<file path="src/rtl/sccb_pkg.sv">
// Shared types and constants for the SCCB responder: FSM states, default device ID,
// byte width and ACK/NACK levels.
package sccb_pkg;

  typedef enum logic [3:0] {
    IDLE,
    DEVID,
    ACK_ID,
    REGADR,
    ACK_REG,
    WDATA,
    ACK_WD,
    RDATA,
    RD_ACK,
    IGNORE
  } sccb_state_t;

  localparam logic [7:0] DEFAULT_DEV_ID = 8'h42;
  localparam int         BYTE_BITS      = 8;
  localparam logic       ACK            = 1'b0;
  localparam logic       NACK           = 1'b1;

  // Only the 7-bit address takes part in matching; the R/W bit is handled separately.
  function automatic logic id_match(input logic [6:0] rx_addr, input logic [6:0] own_addr);
    return rx_addr == own_addr;
  endfunction

endpackage

</file>
<file path="src/rtl/sccb_line_sync.sv">
// Brings sioc/siod into the clk_50Mhz domain and derives SCL edge pulses plus
// START/STOP bus conditions from the synchronized lines.
module sccb_line_sync (
  input  logic clk_50Mhz,
  input  logic rst_n,
  input  logic sioc,
  input  logic siod_i,
  output logic scl_rise,
  output logic scl_fall,
  output logic start_det,
  output logic stop_det,
  output logic sda_s
);

  logic [1:0] scl_sync_reg;
  logic [1:0] sda_sync_reg;
  logic       scl_d_reg;
  logic       sda_d_reg;
  logic       scl_s;

  // Reset to the idle-bus level so release of reset never looks like an edge.
  always_ff @(posedge clk_50Mhz or negedge rst_n) begin
    if (!rst_n) begin
      scl_sync_reg <= 2'b11;
      sda_sync_reg <= 2'b11;
      scl_d_reg    <= 1'b1;
      sda_d_reg    <= 1'b1;
    end else begin
      scl_sync_reg <= {scl_sync_reg[0], sioc};
      sda_sync_reg <= {sda_sync_reg[0], siod_i};
      scl_d_reg    <= scl_sync_reg[1];
      sda_d_reg    <= sda_sync_reg[1];
    end
  end

  assign scl_s     = scl_sync_reg[1];
  assign sda_s     = sda_sync_reg[1];
  assign scl_rise  = scl_s & ~scl_d_reg;
  assign scl_fall  = ~scl_s & scl_d_reg;
  assign start_det = scl_s & scl_d_reg & sda_d_reg & ~sda_s;
  assign stop_det  = scl_s & scl_d_reg & ~sda_d_reg & sda_s;

endmodule

</file>
<file path="src/rtl/sccb_slave_regfile.sv">
// SCCB responder: decodes ID/address/data bytes, issues register-write strobes and
// shifts out read data from an external register bank over an open-drain siod.
module sccb_slave_regfile
  import sccb_pkg::*;
#(
  parameter logic [7:0] DEV_ID    = DEFAULT_DEV_ID,
  parameter int         MIN_PHASE = 4
) (
  input  logic       clk_50Mhz,
  input  logic       rst_n,
  input  logic       sioc,
  input  logic       siod_i,
  output logic       siod_oe,
  output logic       reg_wr,
  output logic [7:0] reg_addr,
  output logic [7:0] reg_wdata,
  input  logic [7:0] reg_rdata,
  output logic       busy
);

  if (MIN_PHASE < 4) begin : g_min_phase_check
    $error("sccb_slave_regfile: MIN_PHASE below 4 leaves no margin for siod_oe timing");
  end

  logic scl_rise;
  logic scl_fall;
  logic start_det;
  logic stop_det;
  logic sda_s;

  sccb_line_sync u_line_sync (
    .clk_50Mhz (clk_50Mhz),
    .rst_n     (rst_n),
    .sioc      (sioc),
    .siod_i    (siod_i),
    .scl_rise  (scl_rise),
    .scl_fall  (scl_fall),
    .start_det (start_det),
    .stop_det  (stop_det),
    .sda_s     (sda_s)
  );

  sccb_state_t state_reg, state_next;
  logic [3:0]  bit_cnt_reg, bit_cnt_next;
  logic [7:0]  shift_reg, shift_next;
  logic [7:0]  addr_reg, addr_next;
  logic [7:0]  wdata_reg, wdata_next;
  logic        wr_reg, wr_next;
  logic        oe_reg, oe_next;
  logic        rw_reg, rw_next;

  logic [7:0]  rx_byte;
  logic        last_bit;

  assign rx_byte  = {shift_reg[6:0], sda_s};
  assign last_bit = (bit_cnt_reg == 4'(BYTE_BITS - 1));

  always_ff @(posedge clk_50Mhz or negedge rst_n) begin
    if (!rst_n) begin
      state_reg   <= IDLE;
      bit_cnt_reg <= 4'd0;
      shift_reg   <= 8'd0;
      addr_reg    <= 8'd0;
      wdata_reg   <= 8'd0;
      wr_reg      <= 1'b0;
      oe_reg      <= 1'b0;
      rw_reg      <= 1'b0;
    end else begin
      state_reg   <= state_next;
      bit_cnt_reg <= bit_cnt_next;
      shift_reg   <= shift_next;
      addr_reg    <= addr_next;
      wdata_reg   <= wdata_next;
      wr_reg      <= wr_next;
      oe_reg      <= oe_next;
      rw_reg      <= rw_next;
    end
  end

  always_comb begin
    state_next   = state_reg;
    bit_cnt_next = bit_cnt_reg;
    shift_next   = shift_reg;
    addr_next    = addr_reg;
    wdata_next   = wdata_reg;
    wr_next      = 1'b0;
    oe_next      = oe_reg;
    rw_next      = rw_reg;

    // Post-write auto-increment lands the cycle after the strobe.
    if (wr_reg) addr_next = addr_reg + 8'd1;

    if (stop_det) begin
      state_next   = IDLE;
      bit_cnt_next = 4'd0;
      oe_next      = 1'b0;
    end else if (start_det) begin
      state_next   = DEVID;
      bit_cnt_next = 4'd0;
      oe_next      = 1'b0;
    end else begin
      case (state_reg)
        IDLE: ;
        DEVID: begin
          if (scl_rise) begin
            shift_next   = rx_byte;
            bit_cnt_next = bit_cnt_reg + 4'd1;
            if (last_bit) begin
              bit_cnt_next = 4'd0;
              if (id_match(rx_byte[7:1], DEV_ID[7:1])) begin
                rw_next    = rx_byte[0];
                state_next = ACK_ID;
              end else begin
                state_next = IGNORE;
              end
            end
          end
        end
        // In ACK slots oe_reg doubles as the phase flag: first fall drives, second releases.
        ACK_ID: begin
          if (scl_fall) begin
            if (!oe_reg) begin
              oe_next = 1'b1;
            end else if (rw_reg) begin
              shift_next = reg_rdata;
              oe_next    = ~reg_rdata[7];
              state_next = RDATA;
            end else begin
              oe_next    = 1'b0;
              state_next = REGADR;
            end
          end
        end
        REGADR: begin
          if (scl_rise) begin
            shift_next   = rx_byte;
            bit_cnt_next = bit_cnt_reg + 4'd1;
            if (last_bit) begin
              bit_cnt_next = 4'd0;
              addr_next    = rx_byte;
              state_next   = ACK_REG;
            end
          end
        end
        ACK_REG: begin
          if (scl_fall) begin
            oe_next = ~oe_reg;
            if (oe_reg) state_next = WDATA;
          end
        end
        WDATA: begin
          if (scl_rise) begin
            shift_next   = rx_byte;
            bit_cnt_next = bit_cnt_reg + 4'd1;
            if (last_bit) begin
              bit_cnt_next = 4'd0;
              wdata_next   = rx_byte;
              wr_next      = 1'b1;
              state_next   = ACK_WD;
            end
          end
        end
        ACK_WD: begin
          if (scl_fall) begin
            oe_next = ~oe_reg;
            if (oe_reg) state_next = WDATA;
          end
        end
        RDATA: begin
          if (scl_rise) begin
            bit_cnt_next = bit_cnt_reg + 4'd1;
          end else if (scl_fall) begin
            if (bit_cnt_reg == 4'(BYTE_BITS)) begin
              bit_cnt_next = 4'd0;
              oe_next      = 1'b0;
              addr_next    = addr_reg + 8'd1;
              state_next   = RD_ACK;
            end else begin
              shift_next = {shift_reg[6:0], 1'b0};
              oe_next    = ~shift_reg[6];
            end
          end
        end
        // bit_cnt_reg=1 marks that the master acknowledged and another byte follows.
        RD_ACK: begin
          if (scl_rise) begin
            if (sda_s == NACK) state_next   = IGNORE;
            else               bit_cnt_next = 4'd1;
          end else if (scl_fall && bit_cnt_reg == 4'd1) begin
            bit_cnt_next = 4'd0;
            shift_next   = reg_rdata;
            oe_next      = ~reg_rdata[7];
            state_next   = RDATA;
          end
        end
        IGNORE: ;
        default: state_next = IDLE;
      endcase
    end
  end

  assign siod_oe   = oe_reg;
  assign reg_wr    = wr_reg;
  assign reg_addr  = addr_reg;
  assign reg_wdata = wdata_reg;
  assign busy      = (state_reg != IDLE);

endmodule

</file>
<file path="config.mk">
export PLATFORM = sky130hd
export DESIGN_NAME = sccb_slave_regfile
export DESIGN_NICKNAME = d
export VERILOG_FILES = /design/src/rtl/sccb_pkg.sv /design/src/rtl/sccb_line_sync.sv /design/src/rtl/sccb_slave_regfile.sv
export SDC_FILE = /design/constraint.sdc
export NUM_CORES = 1
export LEC_CHECK = 0
export ABC_CLOCK_PERIOD_IN_PS = 5700
export BUFFER_PORTS_ARGS = -buffer_cell sky130_fd_sc_hd__buf_2
export CAP_MARGIN = 20
export CORE_ASPECT_RATIO = 0.6
export CORE_UTILIZATION = 45
export CTS_CLUSTER_DIAMETER = 200
export CTS_CLUSTER_SIZE = 30
export DETAILED_ROUTE_END_ITERATION = 8
export HOLD_SLACK_MARGIN = 0.08
export PLACE_DENSITY = 0.73
export SKIP_LAST_GASP = 1
export SLEW_MARGIN = 15
export SYNTH_ARGS = -nofsm -noshare
export SYNTH_HDL_FRONTEND = slang
export SYNTH_SLANG_ARGS = --single-unit
</file>
<file path="constraint.sdc">
create_clock -name clk_50Mhz -period 5.7 [get_ports clk_50Mhz]
set_input_delay 0.57 -clock clk_50Mhz [delete_from_list [all_inputs] [get_ports clk_50Mhz]]
set_output_delay 0.57 -clock clk_50Mhz [all_outputs]
set_load 0.005 [all_outputs]
</file>
==> results.cfg <==
[timing]
slew_viol_final = 0
finalHoldViolCount = 0
fin_skew_ns = 0.00674
rsz0062_at_grt = false
max_slew_margin_pct = 38.5
hold_slack_ns = 0.360
period_share_pct = 48.3
setup_violations = 0
tightestPinTransition_ns = 0.922
fmax_mhz = 363
timing.final.crit_period_ns = 2.75
setup_tns_ns = 0
setup_ws_ns = 2.95

[pwr]
p_per_area_nw_per_um2 = 313
internal_power_mw = 0.597
report.power.total_mw = 0.947
pwr-share-comb_pct = 28.6
p_sw_share_pct = 36.9
seqPwrFrac_pct = 44.6
p_sw_mw = 0.350
p_leak_nw = 1.26
max-vdd-ir-drop_v = 0.000157
clockPowerShare_pct = 26.8

[layout]
post-route-util_pct = 52.8
num_antenna_cells = 0
drive_gt1_share_pct = 23.8
num-nets-final = 329
areaGrowthSynthToFinish_pct = 10.0
fin_cells = 391
final_area_sq_um = 3020
num-fill-cells = 521

[global_routing]
grt_usage_pct = 24.6
grt_antenna_before_repair = 0
grt_pass1_vias = 2213
grt-ovfl-total = 0
grt_pass1_wl_um = 11900
grt_max_degree = 41

[critical_path]
cp.depth = 4
crit_type = reg -> reg
cp.buffers_inverters = 0
cp-start-kind = register
worstPathRequired_ns = 5.89
worstPathArrival_ns = 2.94
max_stage_delay_ns = 0.70
crit_path_cell_trace = ha_1, nand4b_1, nor4_4, mux2_2
r2r_setup_slack_ns = 2.95
crit_slowest_cell = nor4_4
path_delay_family = simple AND/OR/NAND/NOR gates
crit_path_end_kind = register
worst_r2r_path_depth = 4
path_max_fanout = 16

[clock_network]
cts_resized = 0
cts_tree = done
clockRootBuffer = clkbuf_8
clock-sinks = 40
hold_buffers = 0
clk_latency_ns = 0.30
cts_max_level = 2
postCtsSetupBuffers = 0
cts_made_buffers = 5
clkSlewWorstSetupHoldPaths_ns = 0.08
cts_buffer_depth = 2

[drt]
drc = 0
viasPerCell = 6.25
dr.first_iter.drc_count = 283
num_vias = 2445
routed_wl_um = 7400
first_pass_iters = 7
drtAntennaViolNets = 0
avgRoutedWirePerCell_um = 18.9

[outcome]
status = complete, no violations

[yosys]
synth_xor_area_share_pct = 4.15
syn_inst = 291
ys_seq_area_share_pct = 36.7
synth_nets = 310
ys_ff_latch = 40
async_reset_ff_share_pct = 100
yosys.area_share.simple_pct = 21.5
synth_top_family_by_area = simple AND/OR/NAND/NOR gates
syn_area_sq_um = 2750
synth_mux_area_share_pct = 10.1
synth.avg_cell_area_sq_um = 9.44
ys.warnings.count = 0
synth.distinct_cells = 59
synth_compound_area_share_pct = 18.9
synth_edf_count = 0
yosys.area_share.adder_pct = 3.19
ys_dominant_reg_cell = dfrtp_1

[die]
pin_count = 31
die_y_um = 62.5
die_w_um = 103
row_count = 21
placeableCoreArea_sq_um = 5730
die-area_sq_um = 6430
initial_utilization_pct = 47.9

[placed_design]
post-place-ws_ns = 3.01
dpl.hpwl_um = 5170
gp_congestion = 0.976
io_buffer_count = 30
post_dp_cell_area_sq_um = 2900
dp.cells = 383

[flow_run]
max_cap_viol_count = 0

[worst_hold_path]
hold_depth = 0
min_path_type = reg -> reg
==> power by group through the flow <==
stage	logic, mW	registers (mW)	clock network [mW]
6_report	0.271	0.423	0.254
5_1_grt	0.296	0.428	0.269
4_1_cts	0.266	0.415	0.257
3_5_place_dp	0.265	0.420	0
3_3_place_gp	0.259	0.416	0
2_1_floorplan	0.240	0.365	0
==> synthesized netlist by cell type, drive strengths merged, types with 4 or more instances <==
cell type	instances	share of area, %
a31oi	4	0.91
nand2	22	3.0
a21oi	14	2.6
o21ai	23	4.3
ha	7	3.2
nor2	13	1.8
buf	12	2.6
xnor2	10	3.2
a222oi	4	1.5
nand4	4	0.91
nand2b	5	1.1
mux2	22	9.0
a22oi	7	1.9
nand3b	6	1.6
dfrtp	34	31
nand3	13	2.4
nor3	9	1.8
dfstp	6	5.7
clkbuf	6	0.87
o22ai	5	1.1
nor4	4	2.0
inv	14	1.9
==> area by class of cell <==
cell class	count	area, sq um	area share, %
inverters	14	52.6	1.74
multi-input cells	219	1590	52.6
flip-flops and latches	40	1010	33.4
repair buffers	30	150	4.97
clock buffers	6	82.6	2.73
well taps	80	100	3.31
clock inverters	2	38.8	1.28
==> cell usage in the layout (no fill, tap or decap), drive strengths merged, types with 9 or more instances in the layout <==
cell,Yosys,routed
xnor2,10,10
mux2,22,22
nand3,13,13
dfrtp,34,34
nand2,22,22
buf,12,30
inv,14,14
nor3,9,9
nor2,13,13
a21oi,14,14
o21ai,23,23
==> worst register-to-register path, cell delays in order (launching register included) <==
cell      delay (ns)
dfstp_2         0.56
ha_1            0.50
nand4b_1        0.46
nor4_4          0.71
mux2_2          0.42
==> final timing paths <==
| kind | from | end |
|---|---|---|
| setup / recovery | u_line_sync.scl_sync_reg[1]$_DFF_PN1_ | reg_wdata[3]$_DFFE_PN0P_ |
| hold / removal | u_line_sync.sda_sync_reg[0]$_DFF_PN1_ | u_line_sync.sda_sync_reg[1]$_DFF_PN1_ |
| setup reg to reg | u_line_sync.scl_sync_reg[1]$_DFF_PN1_ | reg_wdata[3]$_DFFE_PN0P_ |
| hold reg to reg | u_line_sync.sda_sync_reg[0]$_DFF_PN1_ | u_line_sync.sda_sync_reg[1]$_DFF_PN1_ |
| max in group asynchronous | rst_n | bit_cnt_reg[1]$_DFFE_PN0P_ |
| min in group asynchronous | rst_n | bit_cnt_reg[3]$_DFFE_PN0P_ |
==> kinds of logic after synthesis <==
logic type	after synthesis
AOI/OAI and AO/OA	76
xor gates and xnor gates	13
adders and majority gates	7
buffers and inverters	32
DFF	40
muxes	25
and+or+nand+nor	98
==> layer usage <==
metal / global-route usage, % / share of wire (%)
met5: 4.27 / 0
met3: 10.5 / 14
met1: 38.3 / 46
met4: 6.51 / 2.4
met2: 29.5 / 38
No activity file was read; power rests on OpenSTA's default activity.
